**config.mk**
```make
export PLATFORM = sky130hd
export DESIGN_NAME = shared_timer_arbiter
export DESIGN_NICKNAME = d
export VERILOG_FILES = /design/src/rtl/shared_timer_arbiter.sv
export SDC_FILE = /design/constraint.sdc
export NUM_CORES = 1
export LEC_CHECK = 0
export ABC_AREA = 1
export CORE_UTILIZATION = 45
export CTS_CLUSTER_DIAMETER = 40
export DETAILED_ROUTE_END_ITERATION = 8
export GPL_ROUTABILITY_DRIVEN = 0
export GPL_TIMING_DRIVEN = 1
export PLACE_DENSITY = 0.89
export SLEW_MARGIN = 10
export SYNTH_ARGS = -nofsm -noshare
export SYNTH_HDL_FRONTEND = slang
export SYNTH_SLANG_ARGS = --single-unit
```
**constraint.sdc**
```tcl
create_clock -name Clock -period 2.69 [get_ports Clock]
set_clock_uncertainty 0.15 [all_clocks]
set_input_delay 0.807 -clock Clock [delete_from_list [all_inputs] [get_ports Clock]]
set_output_delay 0.807 -clock Clock [all_outputs]
set_load 0.1 [all_outputs]
```
**src/rtl/shared_timer_arbiter.sv**
```systemverilog
// Round-robin arbiter that shares one down-counting interval timer among
// four requesters. It grants the timer to one owner at a time, counts the
// owner's Tick pulses, and returns a one-cycle Done pulse to that owner.
module shared_timer_arbiter #(
  parameter int unsigned W = 8
) (
  input  logic           Clock,
  input  logic           Reset,
  input  logic           Tick,
  input  logic [3:0]     Req,
  input  logic [4*W-1:0] Len,
  output logic [3:0]     Grant,
  output logic           Busy,
  output logic [3:0]     Done,
  output logic [W-1:0]   Count
);

  typedef enum logic [1:0] {
    IDLE = 2'd0,
    RUN  = 2'd1,
    FIN  = 2'd2
  } state_t;

  state_t         state_q, state_d;
  logic [1:0]     owner_q, owner_d;
  logic [1:0]     last_q,  last_d;
  logic [W-1:0]   count_q, count_d;

  logic [1:0]     cand;
  logic [1:0]     winner;
  logic           found;
  logic [W-1:0]   len_win;

  // State register: FSM state, owner, round-robin pointer and count
  always_ff @(posedge Clock) begin
    if (Reset) begin
      state_q <= IDLE;
      owner_q <= '0;
      last_q  <= 2'd3;
      count_q <= '0;
    end else begin
      state_q <= state_d;
      owner_q <= owner_d;
      last_q  <= last_d;
      count_q <= count_d;
    end
  end

  // Round-robin search starting just after the last owner
  always_comb begin
    cand   = '0;
    winner = '0;
    found  = 1'b0;
    for (int unsigned k = 1; k <= 4; k++) begin
      cand = last_q + 2'(k);
      if (!found && Req[cand]) begin
        found  = 1'b1;
        winner = cand;
      end
    end
    len_win = Len[32'(winner)*W +: W];
  end

  // Next-state logic: grant, count, abort and completion
  always_comb begin
    state_d = state_q;
    owner_d = owner_q;
    last_d  = last_q;
    count_d = count_q;
    unique case (state_q)
      IDLE: begin
        count_d = '0;
        if (found) begin
          owner_d = winner;
          count_d = len_win;
          state_d = (len_win == '0) ? FIN : RUN;
        end
      end
      RUN: begin
        // Abort wins over a coincident Tick; no Done is produced
        if (!Req[owner_q]) begin
          state_d = IDLE;
          count_d = '0;
          last_d  = owner_q;
        end else if (Tick) begin
          count_d = count_q - W'(1);
          if (count_q == W'(1))
            state_d = FIN;
        end
      end
      FIN: begin
        state_d = IDLE;
        count_d = '0;
        last_d  = owner_q;
      end
      default: begin
        state_d = IDLE;
        count_d = '0;
      end
    endcase
  end

  // Moore outputs decoded from the registered state
  always_comb begin
    Grant = '0;
    Done  = '0;
    Busy  = (state_q != IDLE);
    Count = count_q;
    if (state_q != IDLE)
      Grant[owner_q] = 1'b1;
    if (state_q == FIN)
      Done[owner_q] = 1'b1;
  end

endmodule

```
======== Word level (Yosys, flattened, before mapping) ========
Cells that the tools add are included.
word-level totals
  register bits ........................... 14
  latch bits .............................. 0
  memory bits (writable) .................. 0
  ROM bits ................................ 0
  bits of input ports ..................... 39
  logic and storage cells ................. 70
  memories kept ........................... 0
cells by class
  add/sub/neg operators ................... 4
  multipliers ............................. 0
  div/mod/pow operators ................... 0
  magnitude comparators ................... 6
  eq/ne operators ......................... 7
  shifts and indexed selects .............. 1
  muxes and demuxes ....................... 34
  bitwise gates (word level) .............. 0
  reductions and logical operators ........ 14
operator list
  cell                   number
  $shiftx A32 B6 Y8      1
  $mux W8                3
  $mux W2                10
  $pmux W8 S2            1
  $lt A2 B3 Y1 const B   5
  $bmux W1 S2            5
  $mux W1                10
  $eq A8 B1 Y1 const B   1
  $logic_not A8 Y1       1
  $mux W4                2
  $pmux W2 S2            2
  $sub A8 B1 Y8 const B  1
  $ne A3 B3 Y1 const B   2
  $add A2 B2 Y2 const B  2
  $logic_and A1 B1 Y1    4
  $ne A2 B2 Y1 const B   2
  $reduce_and A2 Y1      2
  $reduce_bool A2 Y1     2
  $logic_not A1 Y1       3
  $reduce_and A3 Y1      1
  $add A2 B1 Y2 const B  1
  $demux W1 S2           1
  $eq A2 B1 Y1 const B   1
  $eq A2 B2 Y1 const B   1
  other kinds (2)        2

======== Longest topological paths before layout ========
Gate-level depths: netlist (run 1).
  depth after elaboration ................. 18
  mapped depth ............................ 21
  mapped depth without buffers ............ 19

======== Worst setup path after synthesis (run 1) ========
No wires, ideal clock.
  path type ............................... flip-flop to output port
  start point ............................. reg owner_q[1]
  end point ............................... out Done[1]
  arrival time ............................ 1.743 ns
  data required time ...................... 1.733 ns
  slack ................................... -0.010 ns
  stages on the path, launching flop included .. 4
  path buffers ............................ 0
  path through ............................ dfxtp_1 > inv_1 > nand2_1 > nor2_1
on the way
  longest elaborated chain between the ends .. 5
  elaborated cells between the ends (all ways) .. 6
  those cells by class .................... order compare (2); mux (3); reduce/logical (1)
ends and longest elaborated chain
  element                                                                    line  text
  start: declaration                                                         25    logic [1:0] owner_q, owner_d;
  start signal: assignment                                                   43    owner_q <= owner_d;
  $lt A2 B3 Y1 (implied by the code) / $ge A2 B1 Y1 (equally long branches)  112   Done[owner_q] = 1'b1;
  $logic_and A1 B1 Y1 (implied by the code)                                  112
  $mux W1 (implied by the code)                                              112
  $demux W1 S2 (*)                                                           112
  $mux W4 (*)                                                                111   if (state_q == FIN)
  end: declaration                                                           14    output logic [3:0] Done,
Mark *: on every way between the ends. The rest lies on a longest branch, timed or not.

======== Worst setup path in the final report (run 1) ========
  start point ............................. in Req[3]
  end point ............................... reg state_q[0]
on the way
  longest elaborated chain between the ends .. 17
  elaborated cells between the ends (all ways) .. 34
  those cells by class .................... eq/ne (3); shift (1); mux (22); reduce/logical (8)
ends and longest elaborated chain
  element                        line  text
  start: declaration             10    input logic [3:0] Req,
  $bmux W1 S2                    56    if (!found && Req[cand]) begin
  $mux W1 (implied by the code)  56
  $mux W1                        56
  $logic_not A1 Y1               56
  $logic_and A1 B1 Y1            56
  $mux W1                        56
  $logic_not A1 Y1               56
  $logic_and A1 B1 Y1            56
  $mux W1                        56
  $logic_not A1 Y1               56
  $logic_and A1 B1 Y1            56
  $mux W2                        56
  $shiftx A32 B6 Y8              61    len_win = Len[32'(winner)*W +: W];
  $logic_not A8 Y1               76    state_d = (len_win == '0) ? FIN : RUN;
  $mux W2                        76
  $mux W2                        73    if (found) begin
  $pmux W2 S2                    70    unique case (state_q)
  end signal: assignment         42    state_q <= state_d;
  end: declaration               24    state_t state_q, state_d;
Several ways; a longest one is shown, not always the timed one. The select of a mux whose other input is x is not followed.
A chain may end at the register's enable or synchronous reset.

==> flow_summary.ini, run 1 <==
[global_routing]
grt_pass1_vias = 1906
grt-ovfl-total = 0
grt_pass1_wl_mm = 7.96
antenna_found_initial = 0
grt.total_usage_pct = 29.5
grt_max_degree = 14

[critical_path]
crit_path_end = state_q[0]
rr_worst_depth = 20
required_ns = 2.70
critical_path_peak_fanout = 8
r2r_slack_ns = 0.17
endpoint_kind = flop
r2r-end = state_q[0]
crit_path_start = Req[3]
arrival_ns = 2.60
worst_r2r_startpoint = last_q[1]
path_class = in -> reg
start_kind = input pin

[cts]
cts_buffer_depth = 2
clkLatencyLatePin_ns = 0.29
cts_buffers = 3
clock-sinks = 14
root_buffer = clkbuf_4
cts_max_level = 1
clkTransAtPathRegs_ns = 0.09
cts_tree = done

[route]
wire_per_inst_um = 12.6
drt-total-wl_mm = 5.01
drtIter0Drc = 191
vias = 2097
avgViaCountPerCell = 5.27
drtPass1Iterations = 5
route.detailed.drc = 0
ant_nets = 0

[placement]
dpl-instance-area_um2 = 2280
place_inst = 387
portBuffers = 55
post-dp-hpwl_mm = 3.43

[synth]
synth.distinct_cells = 27
synth_area_leader_cell = nand2_1
synth_top_area_share_pct = 21.1
synth.avg_cell_area_um2 = 5.46
synth_edf_count = 0
synthesis.nets = 318
yosysSeqAreaShare_pct = 18.5
synth-seq-cells = 14
synth.most_common_cell = nand2_1
synthCells = 277
yosys_warnings = 0
ys_top_cells_by_area = nand2_1, dfxtp_1, inv_1
netlist_area_um2 = 1510
synthFlopType = dfxtp_1
synthArstFlopShare_pct = 0
yosys-top-cells-count = nand2_1, inv_1, nand3_1

[sta]
fin_crit_sh_pct = 96.3
tns_ns = 0
finalHoldViolations = 0
max_freq_ghz = 0.386
drv_slew = 0
slew_headroom_pct = 66.5
tightest_slew_ns = 0.500
setup_viol = 0
holdWs_ns = 0.365
finalCriticalPeriod_ns = 2.59

[pwr]
p_int_mw = 1.52
vdd_ir_drop_max_v = 0.000767
switchingPower_mw = 2.12
p_comb_share_pct = 86.3
p_total_mw = 3.64
switching_share_pct = 58.2
seqPwrFrac_pct = 10.3
power.density_nw_per_um2 = 1460
clock_power_share_pct = 3.4
p_leak_nw = 1.27

[layout]
multi_input_area_um2 = 1110
diodes = 0
layout.cells.non_filler = 398
fill_cells = 202
drive_gt1_share_pct = 28.2
nets = 397
regArea_um2 = 283
stdcell_area_um2 = 2490
syn_to_final_growth_pct = 64.5

[die]
die-area_um2 = 3600
io_pins = 56
die_h_um = 60.0
start_util_pct = 48.4
rows = 20
coreArea_um2 = 3130
die_w_um = 60.0

[min_path]
hp-class = reg -> reg

[status]
status = completed

[flow_run]
maxCapViolations = 0
worst min-delay path by stage:
stage | from | to | slack, ns | depth (start not counted)
6_report | Count[3] | Count[3] | 0.37 | 2
5_1_grt | Count[3] | Count[3] | 0.38 | 2
4_1_cts | Count[3] | Count[3] | 0.36 | 2
3_5_place_dp | Count[3] | Count[3] | 0.35 | 2
3_3_place_gp | Count[3] | Count[3] | 0.35 | 2
2_1_floorplan | owner_q[0] | last_q[0] | 0.35 | 2
cell type report:
type,instances,area share (%)
clock buffers,3,0.905
inverters,55,8.30
multi-input cells,204,44.7
flip-flops and latches,14,11.4
well taps,44,2.21
repair buffers,78,32.5
layer usage:
layer  up-vias  track usage, %  routed length [um]
li1       1025               -                   -
met1       926            33.9                1940
met2       121            51.4                2530
met3        25            4.55                 333
met4         0            16.6                 208
met5         -               0                   0
layout by cell type, fill, tap and decap left out:
| cell | count |
|---|---|
| ha_1 | 2 |
| clkdlybuf4s15_1 | 1 |
| clkdlybuf4s50_1 | 34 |
| xor2_1 | 3 |
| a31oi_1 | 1 |
| dfxtp_2 | 2 |
| nand2_1 | 74 |
| nand3_1 | 31 |
| buf_12 | 9 |
| clkbuf_4 | 3 |
| inv_2 | 10 |
| nand2_4 | 5 |
| buf_6 | 3 |
| nor2_4 | 2 |
| inv_1 | 44 |
| nor2_2 | 4 |
| clkinv_1 | 1 |
| xnor2_1 | 2 |
| dfxtp_1 | 12 |
| nand2_8 | 2 |
| nand3_2 | 7 |
| clkbuf_2 | 3 |
| nor3_1 | 3 |
| buf_4 | 27 |
| nand2_2 | 19 |
| o22ai_1 | 8 |
| o21ai_2 | 1 |
| a21oi_2 | 2 |
| nand3b_1 | 4 |
| nor2_1 | 16 |
| o21ai_0 | 6 |
| buf_16 | 1 |
| a21oi_1 | 12 |
timing repair:
item | CTS | global route
setup buffers | 4 | 3
hold buffers | 0 | 0
cloned | 2 | 0
pin swaps | 10 | 26
gates resized for setup | 14 | 34
endpoints found under the setup margin | 6 | 9
flip-flops by register name (all words and copies together), names as in the netlist:
register	flops
owner_q	2
Count	8
last_q	2
state_q	2
critical path, cell delays in order:
cell and delay [ns]:
clkdlybuf4s15_1 0.19, nand2_1 0.08, nand2_2 0.09, nand2_4 0.08
nand2_4 0.06, nor2_4 0.11, nand3_2 0.11, nand2_4 0.16
buf_6 0.13, nand2_8 0.07, buf_6 0.13, nand2_2 0.05
nand3_2 0.06, nand2_2 0.08, nand2_1 0.06, nor2_2 0.14
nand2_1 0.07, nand2_1 0.06, a21oi_1 0.06
kinds of logic (layout without fill, tap and decap cells):
group | count (synthesis) | count (layout) | synth area share (%)
AO/OA/AOI/OAI | 30 | 30 | 10.9
XOR/XNOR | 5 | 5 | 2.90
adder cells (fa/ha/maj) | 2 | 2 | 1.65
buffers and inverters | 60 | 136 | 15.8
flip-flops | 14 | 14 | 18.5
AND/OR/NAND/NOR | 166 | 167 | 50.2
metrics by stage:
step / worst slack [ns] / utilization, %
after floorplan: -0.00965 / -
after detailed placement: -0.383 / 72.8
after global placement: -0.291 / 72.8
after global routing: -0.00364 / 79.6
after CTS: 0.0635 / 77.3
final: 0.0991 / 79.6
power groups by stage:
stage          Clock [mW]  Combinational [mW]  Sequential (mW)
6_report            0.125                3.14            0.373
5_1_grt             0.136                3.36            0.383
4_1_cts             0.123                2.93            0.364
3_5_place_dp            0                2.54            0.367
3_3_place_gp            0                2.48            0.366
2_1_floorplan           0                1.66            0.602
Note: power is estimated with default switching activity, not from simulation.
==> inputs of run 2 (changes only) <==
- GPL_TIMING_DRIVEN: 1 -> 0
==> run 2 against run 1 <==
Net effect:
- die area did not move
- final area fell by 7.5%
- clock power rose by 23%
- critical path depth fell by 1
- count of clock-buffer cells in the layout rose by 1
- hold slack got worse by 0.0086 ns
- utilization fell by 6.0 points
- sequential cell count did not move
- critical path type unchanged
==> flow_summary.ini, run 2 (synthesis results as in run 1) <==
[layout]
final_cell_mix = nand2_1, inv_1, nand3_1
fin_util_pct = 73.6
layout.cells.non_filler = 388
syn_to_final_growth_pct = 52.2
diodes = 0
final_common_cell = nand2_1
largest_reg_flops = 8
drive_gt1_share_pct = 19.2
nets = 386

[placement]
place_inst = 376
post-dp-hpwl_mm = 3.13
portBuffers = 55

[cts]
cts_buffer_depth = 2
clkTransAtPathRegs_ns = 0.09
ctsHoldBuffers = 0
clock-sinks = 14
clkLatencyLatePin_ns = 0.28
cts_tree = done
root_buffer = clkbuf_4
cts_buffers = 3
cts_max_level = 1

[global_routing]
grtUsageMet2_pct = 45.4
grt_pass1_wl_mm = 7.12
use_met3_pct = 4.98
grt_pass1_vias = 1741
grt-ovfl-total = 0
grtUsageMet1_pct = 30.9
grt.total_usage_pct = 25.6
antenna_found_initial = 0
grt_max_degree = 11
grt.busiest_layer = met2

[flow_run]
maxCapViolations = 0

[critical_path]
path_class = in -> reg
start_kind = input pin
endpoint_kind = flop
arrival_ns = 2.68
required_ns = 2.70
critical_path_peak_fanout = 6

[die]
io_pins = 56
rows = 20
die_w_um = 60.0
die_h_um = 60.0
coreArea_um2 = 3130
die-area_um2 = 3600
start_util_pct = 48.4

[route]
drtIter0Drc = 145
route.detailed.drc = 0
wire_per_inst_um = 11.7
ant_nets = 0
drtPass1Iterations = 4
drt-total-wl_mm = 4.53
avgViaCountPerCell = 5.01
vias = 1944

[sta]
max_freq_ghz = 0.374
fin_crit_sh_pct = 99.4
drv_slew = 0
finalCriticalPeriod_ns = 2.67
tightest_slew_ns = 0.958
finalHoldViolations = 0
slew_headroom_pct = 36.4
setup_viol = 0
rsz0062_at_grt = true

[pwr]
vdd_ir_drop_max_v = 0.000811
p_leak_nw = 1.18
power.density_nw_per_um2 = 1460

[status]
status = completed

[min_path]
hp-class = reg -> reg
-- run 2: cell types whose count changed in the layout (fill, tap and decap cells not counted), sizes merged --
cell           previous run  this run
clkbuf                    6         9
buf                      40        11
dlygate4sd2               0         9
clkdlybuf4s15             1         9
nand2                   100        99
-- run 2: worst max-delay path, stage by stage --
cell	delay, ns
dlygate4sd2_1	0.24
inv_1	0.08
nand2_2	0.06
nand3_1	0.11
nand2_1	0.09
nor2_4	0.13
nand3_4	0.12
nand2_8	0.13
buf_6	0.12
nand3_1	0.11
nand3_1	0.15
nand2_1	0.08
inv_1	0.07
nand2_1	0.07
nor2_2	0.12
nand2_1	0.06
nand2_1	0.06
a21oi_1	0.06
-- run 2: where the power goes --
part / switching (mW) / internal (mW)
sequential: 0.0736 / 0.279
combinational: 1.88 / 0.988
clock: 0.0713 / 0.0825
-- run 2: worst paths after layout --
| path | startpoint | end | slack (ns) | cells past startpoint |
|---|---|---|---|---|
| worst max register to register | last_q[1] | state_q[0] | 0.07 | 19 |
| worst max-delay path | Req[3] | state_q[0] | 0.02 | 18 |
| worst min register to register | Count[5] | Count[5] | 0.36 | 2 |
| worst min-delay path | Count[5] | Count[5] | 0.36 | 2 |
-- run 2: layout make-up --
class | instances | area, um2
Buffer | 5 | 38.8
Clock buffer | 4 | 36.3
Fill cell | 270 | 826
Inverter | 55 | 208
Multi-Input combinational cell | 203 | 1070
Sequential cell | 14 | 280
Tap cell | 44 | 55.1
Timing Repair Buffer | 63 | 609
-- run 2: routing by layer --
metal | share of wire, % | wire (um)
met5 | 0 | 0
met4 | 3.2 | 147
met3 | 6.6 | 300
met2 | 49 | 2220
met1 | 41 | 1860
-- run 2: stage by stage --
step	hold WS, ns	cell area [um2]	setup TNS [ns]	total power [mW]	setup WS, ns
after floorplan	0.346	1520	-0.0202	2.26	-0.00965
after global placement	0.350	2120	-6.14	2.70	-0.656
after detailed placement	0.348	2120	-6.45	2.76	-0.675
after CTS	0.355	2240	0	3.15	0.00188
after global routing	0.371	2300	-0.249	3.64	-0.122
final	0.357	2300	0	3.37	0.0152
-- run 2: timing repair --
item / 4_1_cts / 5_1_grt
gates resized for setup: 48 / 22
cloned: 1 / 1
setup endpoints to repair: 27 / 7
endpoints found under the hold margin: 0 / 0
buffers inserted: 5 / 1
pin swaps: 6 / 10
==> inputs of run 3 (changes only) <==
--- a/constraint.sdc
+++ b/constraint.sdc
@@ -4,2 +4,2 @@
 set_output_delay 0.807 -clock Clock [all_outputs]
-set_load 0.1 [all_outputs]
+set_load 0.05 [all_outputs]
==> run 3 against run 2 <==
Net effect:
- global-route usage fell by 0.14 points
- clock power is essentially flat
- sequential cell count is the same
- critical endpoint unchanged
- largest cell class unchanged
- highest routed layer unchanged
==> flow_summary.ini, run 3 (synthesis results as in run 1) <==
[cts]
clkTransAtPathRegs_ns = 0.09
cts_buffers = 3
clkLatencyLatePin_ns = 0.29
cts_tree = done
root_buffer = clkbuf_4
clock-sinks = 14
cts_max_level = 1
cts_buffer_depth = 2

[layout]
final_common_cell = nand2_1
drive_gt1_share_pct = 20.3
stdcell_area_um2 = 2370
largest_reg_flops = 8
fill_cells = 236
nets = 391
diodes = 0
fin_util_pct = 75.9
syn_to_final_growth_pct = 56.9
final_cell_mix = nand2_1, inv_1, clkdlybuf4s50_1
layout.cells.non_filler = 393

[global_routing]
grt_max_degree = 11
grt_pass1_wl_mm = 7.07
grt.total_usage_pct = 25.5
grt_pass1_vias = 1723
antenna_found_initial = 0
grt-ovfl-total = 0

[critical_path]
crit_chain = clkdlybuf4s15_1 -> inv_2 -> nand2_2 -> nand2_2 -> nand2_1 -> nand2_1 -> nand2_1 -> nand2_2 -> nor2_4 -> nand2_8 -> nand2_8 -> buf_6 -> nand2_2 -> nand3_1 -> nand2_2 -> inv_2 -> nand2_1 -> nor2_2 -> nand2_1 -> nand2_1 -> a21oi_1
r2r_slack_ns = 0.16
cp_common_cell = nand2_1
critical_path_peak_fanout = 7
path_class = in -> reg
cp_slowest_stage_delay_ns = 0.20
arrival_ns = 2.61
cp_slowest_cell = clkdlybuf4s15_1
rr_worst_depth = 20
start_kind = input pin
crit_path_start = Req[2]
endpoint_kind = flop
required_ns = 2.70
worst_r2r_startpoint = last_q[0]
r2r-end = state_q[0]

[route]
wire_per_inst_um = 12.0
avgViaCountPerCell = 5.08
drtIter0Drc = 103
drtPass1Iterations = 4
drt-total-wl_mm = 4.73
vias = 1998
ant_nets = 0
route.detailed.drc = 0

[min_path]
holdPathEnd = Count[4]
whs_path_depth = 2
hp-class = reg -> reg
min_from = Count[4]

[sta]
tightest_slew_ns = 0.505
finalCriticalPeriod_ns = 2.59
drv_slew = 0
setup_viol = 0
max_freq_ghz = 0.386
finalHoldViolations = 0
tns_ns = 0
fin_crit_sh_pct = 96.4
slew_headroom_pct = 66.3

[die]
die_h_um = 60.0
die-area_um2 = 3600
start_util_pct = 48.4
die_w_um = 60.0
io_pins = 56
coreArea_um2 = 3130
rows = 20

[flow_run]
maxCapViolations = 0

[pwr]
power.density_nw_per_um2 = 1420
p_leak_nw = 1.26
vdd_ir_drop_max_v = 0.000765
p_total_mw = 3.37

[placement]
dpl-instance-area_um2 = 2120
post-dp-hpwl_mm = 3.13
place_inst = 376
portBuffers = 55

[status]
status = completed
==> run 3: critical path: cells and delay by family <==
| kind | cells | cell delay, ns |
|---|---|---|
| simple gates | 16 | 1.29 |
| buf+inv | 4 | 0.44 |
| compound gates | 1 | 0.06 |
==> run 3: layout make-up <==
class | count | area (um2) | share of cell area [%]
multi-input combinational | 203 | 1100 | 46.5
timing repair buffer | 68 | 649 | 27.4
sequential | 14 | 280 | 11.8
inverter | 55 | 206 | 8.70
tap | 44 | 55.1 | 2.32
buffer | 5 | 41.3 | 1.74
clock buffer | 4 | 36.3 | 1.53
==> run 3: power breakdown <==
group | switching (mW) | internal, mW
logic | 1.74 | 1.12
registers | 0.0735 | 0.279
clock network | 0.0744 | 0.0825
total | 1.89 | 1.49
==> run 3: timing repair <==
action / 4_1_cts / 5_1_grt
pin swaps: 7 / 20
setup endpoints to repair: 15 / 8
gates resized for setup: 21 / 35
gates cloned: 1 / 0
setup buffers: 5 / 7
hold buffers: 0 / 0
==> run 3: per-layer routing <==
layer	routed length [um]	share of wire, %	up-vias	track usage (%)
met4	86	1.8	0	5.65
met2	2380	50	93	45.6
li1	-	-	1013	-
met1	1930	41	881	30.6
met5	0	0	-	0
met3	326	6.9	11	5.84
==> run 3: stage by stage <==
step / setup WS, ns / hold WS (ns)
after floorplan: 0.271 / 0.346
after global placement: -0.630 / 0.350
after detailed placement: -0.655 / 0.353
after CTS: 0.00594 / 0.365
after global routing: -0.0515 / 0.385
final: 0.0974 / 0.363
==> run 3: worst max path at each step <==
| stage | to | slack (ns) | depth (start not counted) |
|---|---|---|---|
| after global placement | Count[6] | -0.63 | 10 |
| after detailed placement | Count[6] | -0.65 | 10 |
| after global routing | state_q[0] | -0.05 | 20 |
| final | state_q[0] | 0.1 | 21 |
| after CTS | Busy | 0.006 | 3 |
| after floorplan | state_q[0] | 0.27 | 17 |
